[src/rtl/ctrl_pkg.sv]
// ============================================================================
// Module      : ctrl_pkg
// Description : Shared types and constants for the RV32IM pipelined control
//               decoder: opcodes, ALU op codes, control word, FSM states.
// Revision    : 1.0
// ============================================================================
`default_nettype none

package ctrl_pkg;

    localparam logic [6:0] c_OP_RTYPE  = 7'b0110011;
    localparam logic [6:0] c_OP_ICALC  = 7'b0010011;
    localparam logic [6:0] c_OP_LOAD   = 7'b0000011;
    localparam logic [6:0] c_OP_STORE  = 7'b0100011;
    localparam logic [6:0] c_OP_BRANCH = 7'b1100011;
    localparam logic [6:0] c_OP_JAL    = 7'b1101111;
    localparam logic [6:0] c_OP_JALR   = 7'b1100111;
    localparam logic [6:0] c_OP_AUIPC  = 7'b0010111;
    localparam logic [6:0] c_OP_LUI    = 7'b0110111;

    localparam logic [6:0] c_F7_BASE = 7'b0000000;
    localparam logic [6:0] c_F7_ALT  = 7'b0100000;
    localparam logic [6:0] c_F7_MEXT = 7'b0000001;

    typedef enum logic [4:0] {
        ALU_AND   = 5'd0,  ALU_OR    = 5'd1,  ALU_ADD  = 5'd2,  ALU_MUL  = 5'd3,
        ALU_MULU  = 5'd4,  ALU_DIV   = 5'd5,  ALU_DIVU = 5'd6,  ALU_REM  = 5'd7,
        ALU_REMU  = 5'd8,  ALU_SUB   = 5'd9,  ALU_SLT  = 5'd10, ALU_SLTU = 5'd11,
        ALU_XOR   = 5'd12, ALU_SLL   = 5'd13, ALU_SRA  = 5'd14, ALU_SRL  = 5'd15,
        ALU_BEQ   = 5'd16, ALU_BNE   = 5'd17, ALU_BLT  = 5'd18, ALU_BLTU = 5'd19,
        ALU_BGE   = 5'd20, ALU_BGEU  = 5'd21, ALU_JALR = 5'd22, ALU_JAL  = 5'd23,
        ALU_AUIPC = 5'd24, ALU_LUI   = 5'd25, ALU_NOP  = 5'd26
    } alu_op_e;

    typedef struct packed {
        logic    branch;
        logic    mem_read;
        logic    mem_to_reg;
        logic    mem_write;
        logic    alu_src;
        logic    reg_write;
        logic    illegal;
        alu_op_e alu_ctrl;
    } ctrl_word_t;

    localparam ctrl_word_t c_BUBBLE = '{
        branch: 1'b0, mem_read: 1'b0, mem_to_reg: 1'b0, mem_write: 1'b0,
        alu_src: 1'b0, reg_write: 1'b0, illegal: 1'b0, alu_ctrl: ALU_NOP
    };

    typedef enum logic [1:0] {
        ST_EMPTY   = 2'd0,
        ST_HOLD    = 2'd1,
        ST_MD_WAIT = 2'd2
    } state_e;

endpackage

`default_nettype wire

[src/rtl/ctrl_decode_pipe_if.sv]
// ============================================================================
// Module      : ctrl_decode_pipe_if
// Description : Instruction-in / control-out handshake plus mul/div sequencing
//               bus of the pipelined control decoder.
// Revision    : 1.0
// ============================================================================
`default_nettype none

interface ctrl_decode_pipe_if #(
    parameter int XLEN      = 32,
    parameter int ALUCTRL_W = 5
);
    logic                 in_valid;
    logic                 in_ready;
    logic [XLEN-1:0]      instr;
    logic                 flush;
    logic                 out_valid;
    logic                 out_ready;
    logic                 branch;
    logic                 mem_read;
    logic                 mem_to_reg;
    logic                 mem_write;
    logic                 alu_src;
    logic                 reg_write;
    logic [ALUCTRL_W-1:0] alu_ctrl;
    logic                 illegal;
    logic                 md_start;
    logic                 md_abort;
    logic                 md_done;

    modport slave (
        input  in_valid, instr, flush, out_ready, md_done,
        output in_ready, out_valid, branch, mem_read, mem_to_reg, mem_write,
               alu_src, reg_write, alu_ctrl, illegal, md_start, md_abort
    );

    modport master (
        output in_valid, instr, flush, out_ready, md_done,
        input  in_ready, out_valid, branch, mem_read, mem_to_reg, mem_write,
               alu_src, reg_write, alu_ctrl, illegal, md_start, md_abort
    );
endinterface

`default_nettype wire

[src/rtl/ctrl_decode_comb.sv]
// ============================================================================
// Module      : ctrl_decode_comb
// Description : Pure combinational RV32IM instruction -> control word decode.
// Revision    : 1.0
// ============================================================================
`default_nettype none

module ctrl_decode_comb
    import ctrl_pkg::*;
#(
    parameter int XLEN    = 32,
    parameter bit EN_MEXT = 1'b1
) (
    input  logic [XLEN-1:0] instr,
    output ctrl_word_t      ctrl,
    output logic            is_md
);

    logic [6:0] w_opcode;
    logic [2:0] w_funct3;
    logic [6:0] w_funct7;
    logic       w_bad;
    logic       w_unused_fields;

    assign w_opcode        = instr[6:0];
    assign w_funct3        = instr[14:12];
    assign w_funct7        = instr[31:25];
    assign w_unused_fields = ^{instr[24:15], instr[11:7]};

    always_comb begin
        ctrl  = c_BUBBLE;
        is_md = 1'b0;
        w_bad = 1'b0;
        case (w_opcode)
            c_OP_RTYPE: begin
                ctrl.reg_write = 1'b1;
                case (w_funct7)
                    c_F7_BASE: begin
                        case (w_funct3)
                            3'b000:  ctrl.alu_ctrl = ALU_ADD;
                            3'b001:  ctrl.alu_ctrl = ALU_SLL;
                            3'b010:  ctrl.alu_ctrl = ALU_SLT;
                            3'b011:  ctrl.alu_ctrl = ALU_SLTU;
                            3'b100:  ctrl.alu_ctrl = ALU_XOR;
                            3'b101:  ctrl.alu_ctrl = ALU_SRL;
                            3'b110:  ctrl.alu_ctrl = ALU_OR;
                            default: ctrl.alu_ctrl = ALU_AND;
                        endcase
                    end
                    c_F7_ALT: begin
                        case (w_funct3)
                            3'b000:  ctrl.alu_ctrl = ALU_SUB;
                            3'b101:  ctrl.alu_ctrl = ALU_SRA;
                            default: w_bad = 1'b1;
                        endcase
                    end
                    c_F7_MEXT: begin
                        // mulh/mulhsu have no datapath support, so they trap
                        is_md = 1'b1;
                        if (EN_MEXT) begin
                            case (w_funct3)
                                3'b000:  ctrl.alu_ctrl = ALU_MUL;
                                3'b011:  ctrl.alu_ctrl = ALU_MULU;
                                3'b100:  ctrl.alu_ctrl = ALU_DIV;
                                3'b101:  ctrl.alu_ctrl = ALU_DIVU;
                                3'b110:  ctrl.alu_ctrl = ALU_REM;
                                3'b111:  ctrl.alu_ctrl = ALU_REMU;
                                default: w_bad = 1'b1;
                            endcase
                        end else begin
                            w_bad = 1'b1;
                        end
                    end
                    default: w_bad = 1'b1;
                endcase
            end
            c_OP_ICALC: begin
                ctrl.alu_src   = 1'b1;
                ctrl.reg_write = 1'b1;
                case (w_funct3)
                    3'b000:  ctrl.alu_ctrl = ALU_ADD;
                    3'b010:  ctrl.alu_ctrl = ALU_SLT;
                    3'b011:  ctrl.alu_ctrl = ALU_SLTU;
                    3'b100:  ctrl.alu_ctrl = ALU_XOR;
                    3'b110:  ctrl.alu_ctrl = ALU_OR;
                    3'b111:  ctrl.alu_ctrl = ALU_AND;
                    3'b001: begin
                        ctrl.alu_ctrl = ALU_SLL;
                        w_bad         = (w_funct7 != c_F7_BASE);
                    end
                    default: begin
                        if (w_funct7 == c_F7_BASE)     ctrl.alu_ctrl = ALU_SRL;
                        else if (w_funct7 == c_F7_ALT) ctrl.alu_ctrl = ALU_SRA;
                        else                           w_bad = 1'b1;
                    end
                endcase
            end
            c_OP_LOAD: begin
                ctrl.mem_read   = 1'b1;
                ctrl.mem_to_reg = 1'b1;
                ctrl.alu_src    = 1'b1;
                ctrl.reg_write  = 1'b1;
                ctrl.alu_ctrl   = ALU_ADD;
            end
            c_OP_STORE: begin
                ctrl.mem_write = 1'b1;
                ctrl.alu_src   = 1'b1;
                ctrl.alu_ctrl  = ALU_ADD;
            end
            c_OP_BRANCH: begin
                ctrl.branch = 1'b1;
                case (w_funct3)
                    3'b000:  ctrl.alu_ctrl = ALU_BEQ;
                    3'b001:  ctrl.alu_ctrl = ALU_BNE;
                    3'b100:  ctrl.alu_ctrl = ALU_BLT;
                    3'b101:  ctrl.alu_ctrl = ALU_BGE;
                    3'b110:  ctrl.alu_ctrl = ALU_BLTU;
                    3'b111:  ctrl.alu_ctrl = ALU_BGEU;
                    default: w_bad = 1'b1;
                endcase
            end
            c_OP_JAL: begin
                ctrl.branch    = 1'b1;
                ctrl.reg_write = 1'b1;
                ctrl.alu_ctrl  = ALU_JAL;
            end
            c_OP_JALR: begin
                ctrl.branch    = 1'b1;
                ctrl.alu_src   = 1'b1;
                ctrl.reg_write = 1'b1;
                ctrl.alu_ctrl  = ALU_JALR;
            end
            c_OP_AUIPC: begin
                ctrl.alu_src   = 1'b1;
                ctrl.reg_write = 1'b1;
                ctrl.alu_ctrl  = ALU_AUIPC;
            end
            c_OP_LUI: begin
                ctrl.alu_src   = 1'b1;
                ctrl.reg_write = 1'b1;
                ctrl.alu_ctrl  = ALU_LUI;
            end
            default: w_bad = 1'b1;
        endcase

        if (w_bad) begin
            ctrl         = c_BUBBLE;
            ctrl.illegal = 1'b1;
            is_md        = 1'b0;
        end
    end

endmodule

`default_nettype wire

[src/rtl/ctrl_decode_pipe.sv]
// ============================================================================
// Module      : ctrl_decode_pipe
// Description : Registered ID/EX control stage with handshakes, flush and
//               mul/div start/done sequencing.
// Revision    : 1.0
// ============================================================================
`default_nettype none

module ctrl_decode_pipe
    import ctrl_pkg::*;
#(
    parameter int XLEN      = 32,
    parameter bit EN_MEXT   = 1'b1,
    parameter int ALUCTRL_W = 5
) (
    input  logic               clk,
    input  logic               rst,
    ctrl_decode_pipe_if.slave  bus
);

    state_e     r_state;
    state_e     w_next;
    ctrl_word_t r_word;
    ctrl_word_t w_dec;
    ctrl_word_t w_out;
    logic       w_is_md;
    logic       w_in_ready;
    logic       w_accept;
    logic       r_md_start;

    ctrl_decode_comb #(
        .XLEN    (XLEN),
        .EN_MEXT (EN_MEXT)
    ) u_decode (
        .instr (bus.instr),
        .ctrl  (w_dec),
        .is_md (w_is_md)
    );

    assign w_in_ready = !bus.flush &&
                        ((r_state == ST_EMPTY) || ((r_state == ST_HOLD) && bus.out_ready));
    assign w_accept   = bus.in_valid && w_in_ready;

    always_ff @(posedge clk or posedge rst) begin
        if (rst) r_state <= ST_EMPTY;
        else     r_state <= w_next;
    end

    // Start pulse lands in the first MD_WAIT cycle, right after the accept edge
    always_ff @(posedge clk or posedge rst) begin
        if (rst) begin
            r_word     <= c_BUBBLE;
            r_md_start <= 1'b0;
        end else begin
            r_md_start <= w_accept && w_is_md;
            if (w_accept) r_word <= w_dec;
        end
    end

    always_comb begin
        w_next = r_state;
        if (bus.flush) begin
            w_next = ST_EMPTY;
        end else begin
            case (r_state)
                ST_EMPTY:   if (w_accept) w_next = w_is_md ? ST_MD_WAIT : ST_HOLD;
                ST_HOLD:    if (bus.out_ready)
                                w_next = !w_accept ? ST_EMPTY :
                                         (w_is_md ? ST_MD_WAIT : ST_HOLD);
                ST_MD_WAIT: if (bus.md_done) w_next = ST_HOLD;
                default:    w_next = ST_EMPTY;
            endcase
        end
    end

    always_comb begin
        w_out         = c_BUBBLE;
        bus.out_valid = 1'b0;
        bus.md_abort  = 1'b0;
        case (r_state)
            ST_HOLD: begin
                bus.out_valid = 1'b1;
                w_out         = r_word;
            end
            ST_MD_WAIT: bus.md_abort = bus.flush;
            default: ;
        endcase
    end

    assign bus.in_ready   = w_in_ready;
    assign bus.md_start   = r_md_start;
    assign bus.branch     = w_out.branch;
    assign bus.mem_read   = w_out.mem_read;
    assign bus.mem_to_reg = w_out.mem_to_reg;
    assign bus.mem_write  = w_out.mem_write;
    assign bus.alu_src    = w_out.alu_src;
    assign bus.reg_write  = w_out.reg_write;
    assign bus.illegal    = w_out.illegal;
    assign bus.alu_ctrl   = ALUCTRL_W'(w_out.alu_ctrl);

endmodule

`default_nettype wire
[src/flat_wrapper.sv]
// flat-port wrapper written by rule: the top's interface ports become plain ports
module ctrl_decode_pipe_flat import ctrl_pkg::*;
#(
    parameter int XLEN      = 32,
    parameter bit EN_MEXT   = 1'b1,
    parameter int ALUCTRL_W = 5
)
  (clk, rst, bus_in_valid, bus_instr, bus_flush, bus_out_ready, bus_md_done, bus_in_ready, bus_out_valid, bus_branch, bus_mem_read, bus_mem_to_reg, bus_mem_write, bus_alu_src, bus_reg_write, bus_alu_ctrl, bus_illegal, bus_md_start, bus_md_abort);
  ctrl_decode_pipe_if #(.XLEN(XLEN), .ALUCTRL_W(ALUCTRL_W)) bus_i ();
  input  logic clk;
  input  logic rst;
  input wire logic [$bits(bus_i.in_valid)-1:0] bus_in_valid;
  input wire logic [$bits(bus_i.instr)-1:0] bus_instr;
  input wire logic [$bits(bus_i.flush)-1:0] bus_flush;
  input wire logic [$bits(bus_i.out_ready)-1:0] bus_out_ready;
  input wire logic [$bits(bus_i.md_done)-1:0] bus_md_done;
  output wire logic [$bits(bus_i.in_ready)-1:0] bus_in_ready;
  output wire logic [$bits(bus_i.out_valid)-1:0] bus_out_valid;
  output wire logic [$bits(bus_i.branch)-1:0] bus_branch;
  output wire logic [$bits(bus_i.mem_read)-1:0] bus_mem_read;
  output wire logic [$bits(bus_i.mem_to_reg)-1:0] bus_mem_to_reg;
  output wire logic [$bits(bus_i.mem_write)-1:0] bus_mem_write;
  output wire logic [$bits(bus_i.alu_src)-1:0] bus_alu_src;
  output wire logic [$bits(bus_i.reg_write)-1:0] bus_reg_write;
  output wire logic [$bits(bus_i.alu_ctrl)-1:0] bus_alu_ctrl;
  output wire logic [$bits(bus_i.illegal)-1:0] bus_illegal;
  output wire logic [$bits(bus_i.md_start)-1:0] bus_md_start;
  output wire logic [$bits(bus_i.md_abort)-1:0] bus_md_abort;
  assign bus_i.in_valid = bus_in_valid;
  assign bus_i.instr = bus_instr;
  assign bus_i.flush = bus_flush;
  assign bus_i.out_ready = bus_out_ready;
  assign bus_i.md_done = bus_md_done;
  assign bus_in_ready = bus_i.in_ready;
  assign bus_out_valid = bus_i.out_valid;
  assign bus_branch = bus_i.branch;
  assign bus_mem_read = bus_i.mem_read;
  assign bus_mem_to_reg = bus_i.mem_to_reg;
  assign bus_mem_write = bus_i.mem_write;
  assign bus_alu_src = bus_i.alu_src;
  assign bus_reg_write = bus_i.reg_write;
  assign bus_alu_ctrl = bus_i.alu_ctrl;
  assign bus_illegal = bus_i.illegal;
  assign bus_md_start = bus_i.md_start;
  assign bus_md_abort = bus_i.md_abort;
  ctrl_decode_pipe #(.XLEN(XLEN), .EN_MEXT(EN_MEXT), .ALUCTRL_W(ALUCTRL_W)) u_core (.clk(clk), .rst(rst), .bus(bus_i));
endmodule
[config.mk]
export PLATFORM = sky130hd
export DESIGN_NAME = ctrl_decode_pipe_flat
export DESIGN_NICKNAME = d
export VERILOG_FILES = /design/src/rtl/ctrl_pkg.sv /design/src/rtl/ctrl_decode_pipe_if.sv /design/src/rtl/ctrl_decode_comb.sv /design/src/rtl/ctrl_decode_pipe.sv /design/src/flat_wrapper.sv
export SDC_FILE = /design/constraint.sdc
export NUM_CORES = 1
export LEC_CHECK = 0
export CORE_ASPECT_RATIO = 1.25
export CORE_MARGIN = 5
export CORE_UTILIZATION = 35
export DETAILED_ROUTE_END_ITERATION = 16
export PLACE_DENSITY = 0.67
export SLEW_MARGIN = 20
export SYNTH_ARGS = -nofsm -noshare
export SYNTH_HDL_FRONTEND = slang
export SYNTH_SLANG_ARGS = --single-unit
[constraint.sdc]
create_clock -name clk -period 2.4 [get_ports clk]
set_clock_uncertainty 0.2 [all_clocks]
set_input_delay 0.6 -clock clk [delete_from_list [all_inputs] [get_ports clk]]
set_output_delay 0.6 -clock clk [all_outputs]
set_load 0.02 [all_outputs]
## After elaboration in Yosys (flattened, before gate mapping)

Index checks and enable logic that the tools add are counted.

| storage, ports and cells | value |
|---|---|
| flip-flop bits (word level) | 15 |
| latch bits | 0 |
| memory bits (writable) | 0 |
| ROM bits | 0 |
| bits of input ports | 38 |
| output and inout port bits | 16 |
| logic and storage cells | 89 |
| memories | 0 |

| operators by class | value |
|---|---|
| add/subtract/negate cells | 0 |
| multipliers | 0 |
| divide/modulo/power cells | 0 |
| order comparisons | 0 |
| eq/ne operators | 23 |
| shift-type cells | 0 |
| multiplexer cells | 36 |
| bitwise gates (word level) | 0 |
| reduce and logical (&&, ||, !) cells | 20 |

Operators by type and width:

| operator | count |
|---|---|
| one-hot mux 5 bit (8 select lines) | 1 |
| one-hot mux 5 bit (7 select lines) | 1 |
| one-hot mux 5 bit (6 select lines) | 1 |
| OR reduction 6 bit | 5 |
| == test 7 x 6 -> 1 bit (second input constant) | 4 |
| one-hot mux 4 bit (7 select lines) | 1 |
| 2-to-1 mux 12 bit | 2 |
| one-hot mux 4 bit (6 select lines) | 1 |
| == test 7 bit (second input constant) | 3 |
| one-hot mux 5 bit (3 select lines) | 1 |
| == test 7 x 5 -> 1 bit (second input constant) | 2 |
| 2-to-1 mux 1 bit | 14 |
| 2-to-1 mux 2 bit | 7 |
| == test 3 bit (second input constant) | 4 |
| 2-to-1 mux 5 bit | 2 |
| one-hot mux 5 bit (2 select lines) | 1 |
| == test 7 x 1 -> 1 bit (second input constant) | 1 |
| == test 7 x 2 -> 1 bit (second input constant) | 1 |
| zero test 7 bit | 1 |
| nonzero test 7 bit | 1 |
| OR reduction 7 bit | 1 |
| == test 3 x 2 -> 1 bit (second input constant) | 2 |
| inequality test 3 bit (second input constant) | 2 |
| one-hot mux 2 bit (3 select lines) | 1 |
| other kinds (15) | 19 |

## Logic depth before layout (Yosys ltp)

| logic depth | value |
|---|---|
| depth in word-level cells | 11 |
| mapped depth | 7 |
| depth with buffers taken out | 5 |

## Hierarchy

From an unflattened synthesis, not the netlist that was laid out.

| unflattened totals | value |
|---|---|
| cell total of the unflattened synthesis | 178 |
| area, all modules | 1,461.4 sq um |

By module, submodules not included:

| module | instances | cells an instance | area each (sq um) | sequential area each (sq um) |
|---|---|---|---|---|
| ctrl_decode_pipe | 1 | 57 | 744.5 | 379.1 |
| ctrl_decode_comb | 1 | 121 | 716.9 | 0.0 |

## Worst setup path after synthesis

OpenSTA, ideal clock, no wires.

| timing path | value |
|---|---|
| kind | input-to-reg |
| start | in bus_instr[28] |
| end | reg u_core.r_word[8] (netlist bit) |
| setup time | 68 ps |
| data arrival time | 2,186 ps |
| required time | 2,132 ps |
| path slack | -54 ps |
| stages on the path | 5 |
| buffers on the path | 0 |
| cell sequence | or4_4 -> nor3_2 -> o21ai_1 -> a2111oi_4 -> a32o_1 |

| on the way | value |
|---|---|
| longest elaborated chain between the ends | 6 |
| elaborated cells between the ends (all ways) | 10 |
| those cells by class | eq/ne (2); mux (6); reduce/logical (2) |

Ends and longest elaborated chain:

| item | RTL line | source |
|---|---|---|
| from (decl) | flat_wrapper.sv:13 | `input wire logic [$bits(bus_i.instr)-1:0] bus_instr;` |
| == test 7 x 6 -> 1 bit | ctrl_decode_comb.sv:37, ctrl_decode_comb.sv:93 |  |
| 2-to-1 mux 1 bit | ctrl_decode_comb.sv:93 | `else if (w_funct7 == c_F7_ALT) ctrl.alu_ctrl = ALU_SRA;` |
| 2-to-1 mux 1 bit | ctrl_decode_comb.sv:92 | `if (w_funct7 == c_F7_BASE) ctrl.alu_ctrl = ALU_SRL;` |
| one-hot mux 1 bit (2 select lines) | ctrl_decode_comb.sv:80 | `case (w_funct3)` |
| one-hot mux 1 bit (4 select lines) * | ctrl_decode_comb.sv:34 | `case (w_opcode)` |
| 2-to-1 mux 12 bit * | ctrl_decode_comb.sv:146 | `if (w_bad) begin` |
| to (signal assigned) | ctrl_decode_pipe.sv:52 | `r_word <= c_BUBBLE;` |
| to (signal assigned) | ctrl_decode_pipe.sv:56 | `if (w_accept) r_word <= w_dec;` |
| to (decl) | ctrl_decode_pipe.sv:23 | `ctrl_word_t r_word;` |

Mark *: on every way between the ends. The rest lies on a longest branch, timed or not.
A chain may end at the register's enable or synchronous reset.

## Final worst setup path

| timing path | value |
|---|---|
| start | in bus_instr[31] |
| end | reg u_core.r_word[8] (netlist bit) |

Same word-level chain as after synthesis.

==> out/metrics.csv <==
metric,value,unit
main combinational cell family by area after synthesis,simple AND/OR/NAND/NOR gates,
Hold Fails Final Rpt,0,
Reg2Reg Depth,5,
mean area per synthesized cell,7.81,um^2
Synthesis Warnings,0,
"CTS clk-pin slew, worst paths",0.06,ns
Die W,65.9,um
Post-DP Area,2060,um^2
final worst-path cycle share,0.991,
RSZ-0062 raised after global routing,yes,
num rows,25,
num ports,54,
crit start category,input pin,
hold buffers post-CTS,0,
Pwr per Cell Area,294,nW/um^2
GRT Util Overall,0.163,
leakage power,1.07,nW
Post-synth ARST share,1.00,
Post-Synthesis Cells,175,
wire length per cell,13.7,um
Layout Nets,290,
met2 global-route usage,0.290,
post-synthesis mux area share,0.0146,
setup TNS,0,ns
Tmin final,2.38,ns
DRT Wirelength,4180,um
Synth Register Bits,14,
synth unique cells,55,
H-tree depth,1,
status,completed,
Least-Margin Pin Slew,0.508,ns
Max stage delay on crit path,0.57,ns
simple-gate share of the synthesized area,0.355,
P&R area growth vs syn,69.1,%
# clock sinks,14,
Hold WS,0.283,ns
critical path class,in2reg,
Post-Syn Nets,213,
Max Fclk,420,MHz
Mapped Area,1370,um^2
root cell of the clock tree,clkbuf_8,
IO buf count,38,
total CTS buffers,3,
critical path's most frequent cell,buf_6,
vias in the first global route,1571,
"Slew Viols, Final",0,
via count,1620,
M3 GR Usage,0.0127,
post-synthesis sequential area ratio,0.259,
Critical Path End Type,register,
Worst Path Required,2.37,ns
design area,2310,um^2
Die ar.,5270,um^2
Synth Area in XOR/XNOR,0.00640,
Slew HR,0.661,
Pre-antenna DRT Iters,4,
slowest cell on the critical path,or4_4,
routability cong.,0.911,
1st-iter DRT viols,83,
Compound-Gate Fraction of Synth Area,0.302,
worst path cell trace,buf_6 > or4_4 > buf_6 > nor3_4 > o21ai_2 > a2111oi_4 > buf_6 > a32o_1,
Die Y,79.9,um
final setup vio count,0,
CP Max Fanout,5,
largest net degree at the start of global routing,15,
maxcap violations,0,
TritonCTS clock tree,yes,
Ant. Diodes,0,
initial antenna violation count,0,
Core Region,3780,um^2
gr ovfl total,0,
Post-synth EDFFs,0,
Worst IR Drop VDD,0.000149,V
DRC,0,
first-pass GRT wire length,6930,um
Synth Area in Adders,0,
Initial Util,0.361,
hold crit path type,reg2reg,
DRT antenna net count,0,
hold depth,2,
GR peak layer,met2,
"Arr. time, crit path",2.35,ns
"Primary FF master, synth",dfrtp_1,
Clock Tree Buf Depth,2,
clk_lat worst skew,0.24,ns
met1 Use GR,0.206,
hpwl dp,3080,um
share of layout cells above drive strength 1,0.359,
number of vias per cell,5.31,
## path summary, 6_finish.rpt
check / slack [ns] / end / startpoint
max: 0.02 / u_core.r_word[8] / bus_instr[31]
min: 0.28 / u_core.r_word[5] / u_core.r_word[5]
max reg2reg: 0.41 / u_core.r_word[10] / u_core.r_state[1]
min reg2reg: 0.28 / u_core.r_word[5] / u_core.r_word[5]
max in group asynchronous: 1.15 / u_core.r_word[4] / rst
min in group asynchronous: 0.49 / u_core.bus.md_start / rst
## worst max-delay path: cells and delay by family
family	cells	cell delay, ns
simple gates	2	0.72
compound gates	3	0.62
buf+inv	3	0.41
## where the power goes
group          total (mW)  switching, mW  internal [mW]
sequential          0.246        0.00289          0.243
combinational       0.241          0.119          0.122
clock               0.193         0.0758          0.117
## cell families after synthesis
kind of cell	Yosys count
AND/OR/NAND/NOR	82
AO/OA/AOI/OAI	55
buffers and inverters	21
flip-flops	14
multiplexers	2
XOR/XNOR	1
## metal layers
layer	part of all wire	vias up
li1	-	796
met1	0.42	774
met2	0.52	46
met3	0.049	4
met4	0.010	0
met5	0	-
## sequential cells by signal, summed over array words and instances, names as in the netlist
signal	flops
u_core.r_word	11
u_core.r_state	2
u_core.bus.md_start	1
## synth_stat cells, types with 3 or more instances
cell / number / share of area
buf_2: 3 / 0.011
o21bai_1: 3 / 0.016
nor3_1: 5 / 0.018
nor2b_1: 6 / 0.027
nand2b_1: 9 / 0.041
or2_2: 3 / 0.014
dfstp_2: 3 / 0.058
o21ai_0: 7 / 0.026
a21oi_1: 13 / 0.048
nand2_1: 5 / 0.014
nor2_1: 20 / 0.055
clkbuf_1: 11 / 0.030
nand3b_1: 4 / 0.022
a211oi_1: 3 / 0.016
a22o_1: 5 / 0.032
and2_1: 10 / 0.046
inv_1: 4 / 0.011
or4_1: 3 / 0.016
dfrtp_1: 11 / 0.20
## final cells by class
cell class / count / area (um^2)
Timing Repair Buffer: 87 / 764
Clock buffer: 4 / 45.0
Multi-Input combinational cell: 140 / 1060
Sequential cell: 14 / 354
Inverter: 6 / 22.5
Tap cell: 54 / 67.6
Fill cell: 328 / 1470
## layout by cell type (no fill, tap or decap), types with 4 or more instances in the layout
cell	count
buf_4	43
a22o_1	5
nand3b_1	4
and2_1	10
nor2b_1	6
inv_1	4
nor2_1	18
a21oi_1	11
nand2b_1	9
buf_6	7
dfrtp_1	11
o21ai_0	7
nand2_1	5
clkdlybuf4s50_1	6
dlymetal6s2s_1	10
dlygate4sd2_1	15
## repair_timing
item / CTS / global route
buffers inserted: 3 / 4
endpoints found under the setup margin: 27 / 16
pin swaps: 13 / 6
gates resized for setup: 50 / 27
cloned: 1 / 0
## metrics by stage
stage	power, mW	instances	util	setup WS [ns]
2_1_floorplan	0.354	175	-	-0.0530
3_3_place_gp	0.467	293	0.545	-0.466
3_5_place_dp	0.470	293	0.545	-0.472
4_1_cts	0.674	301	0.581	0.00350
5_1_grt	0.719	305	0.611	-0.0297
6_report	0.680	305	0.611	0.0209
(Power assumes the default switching activity.)
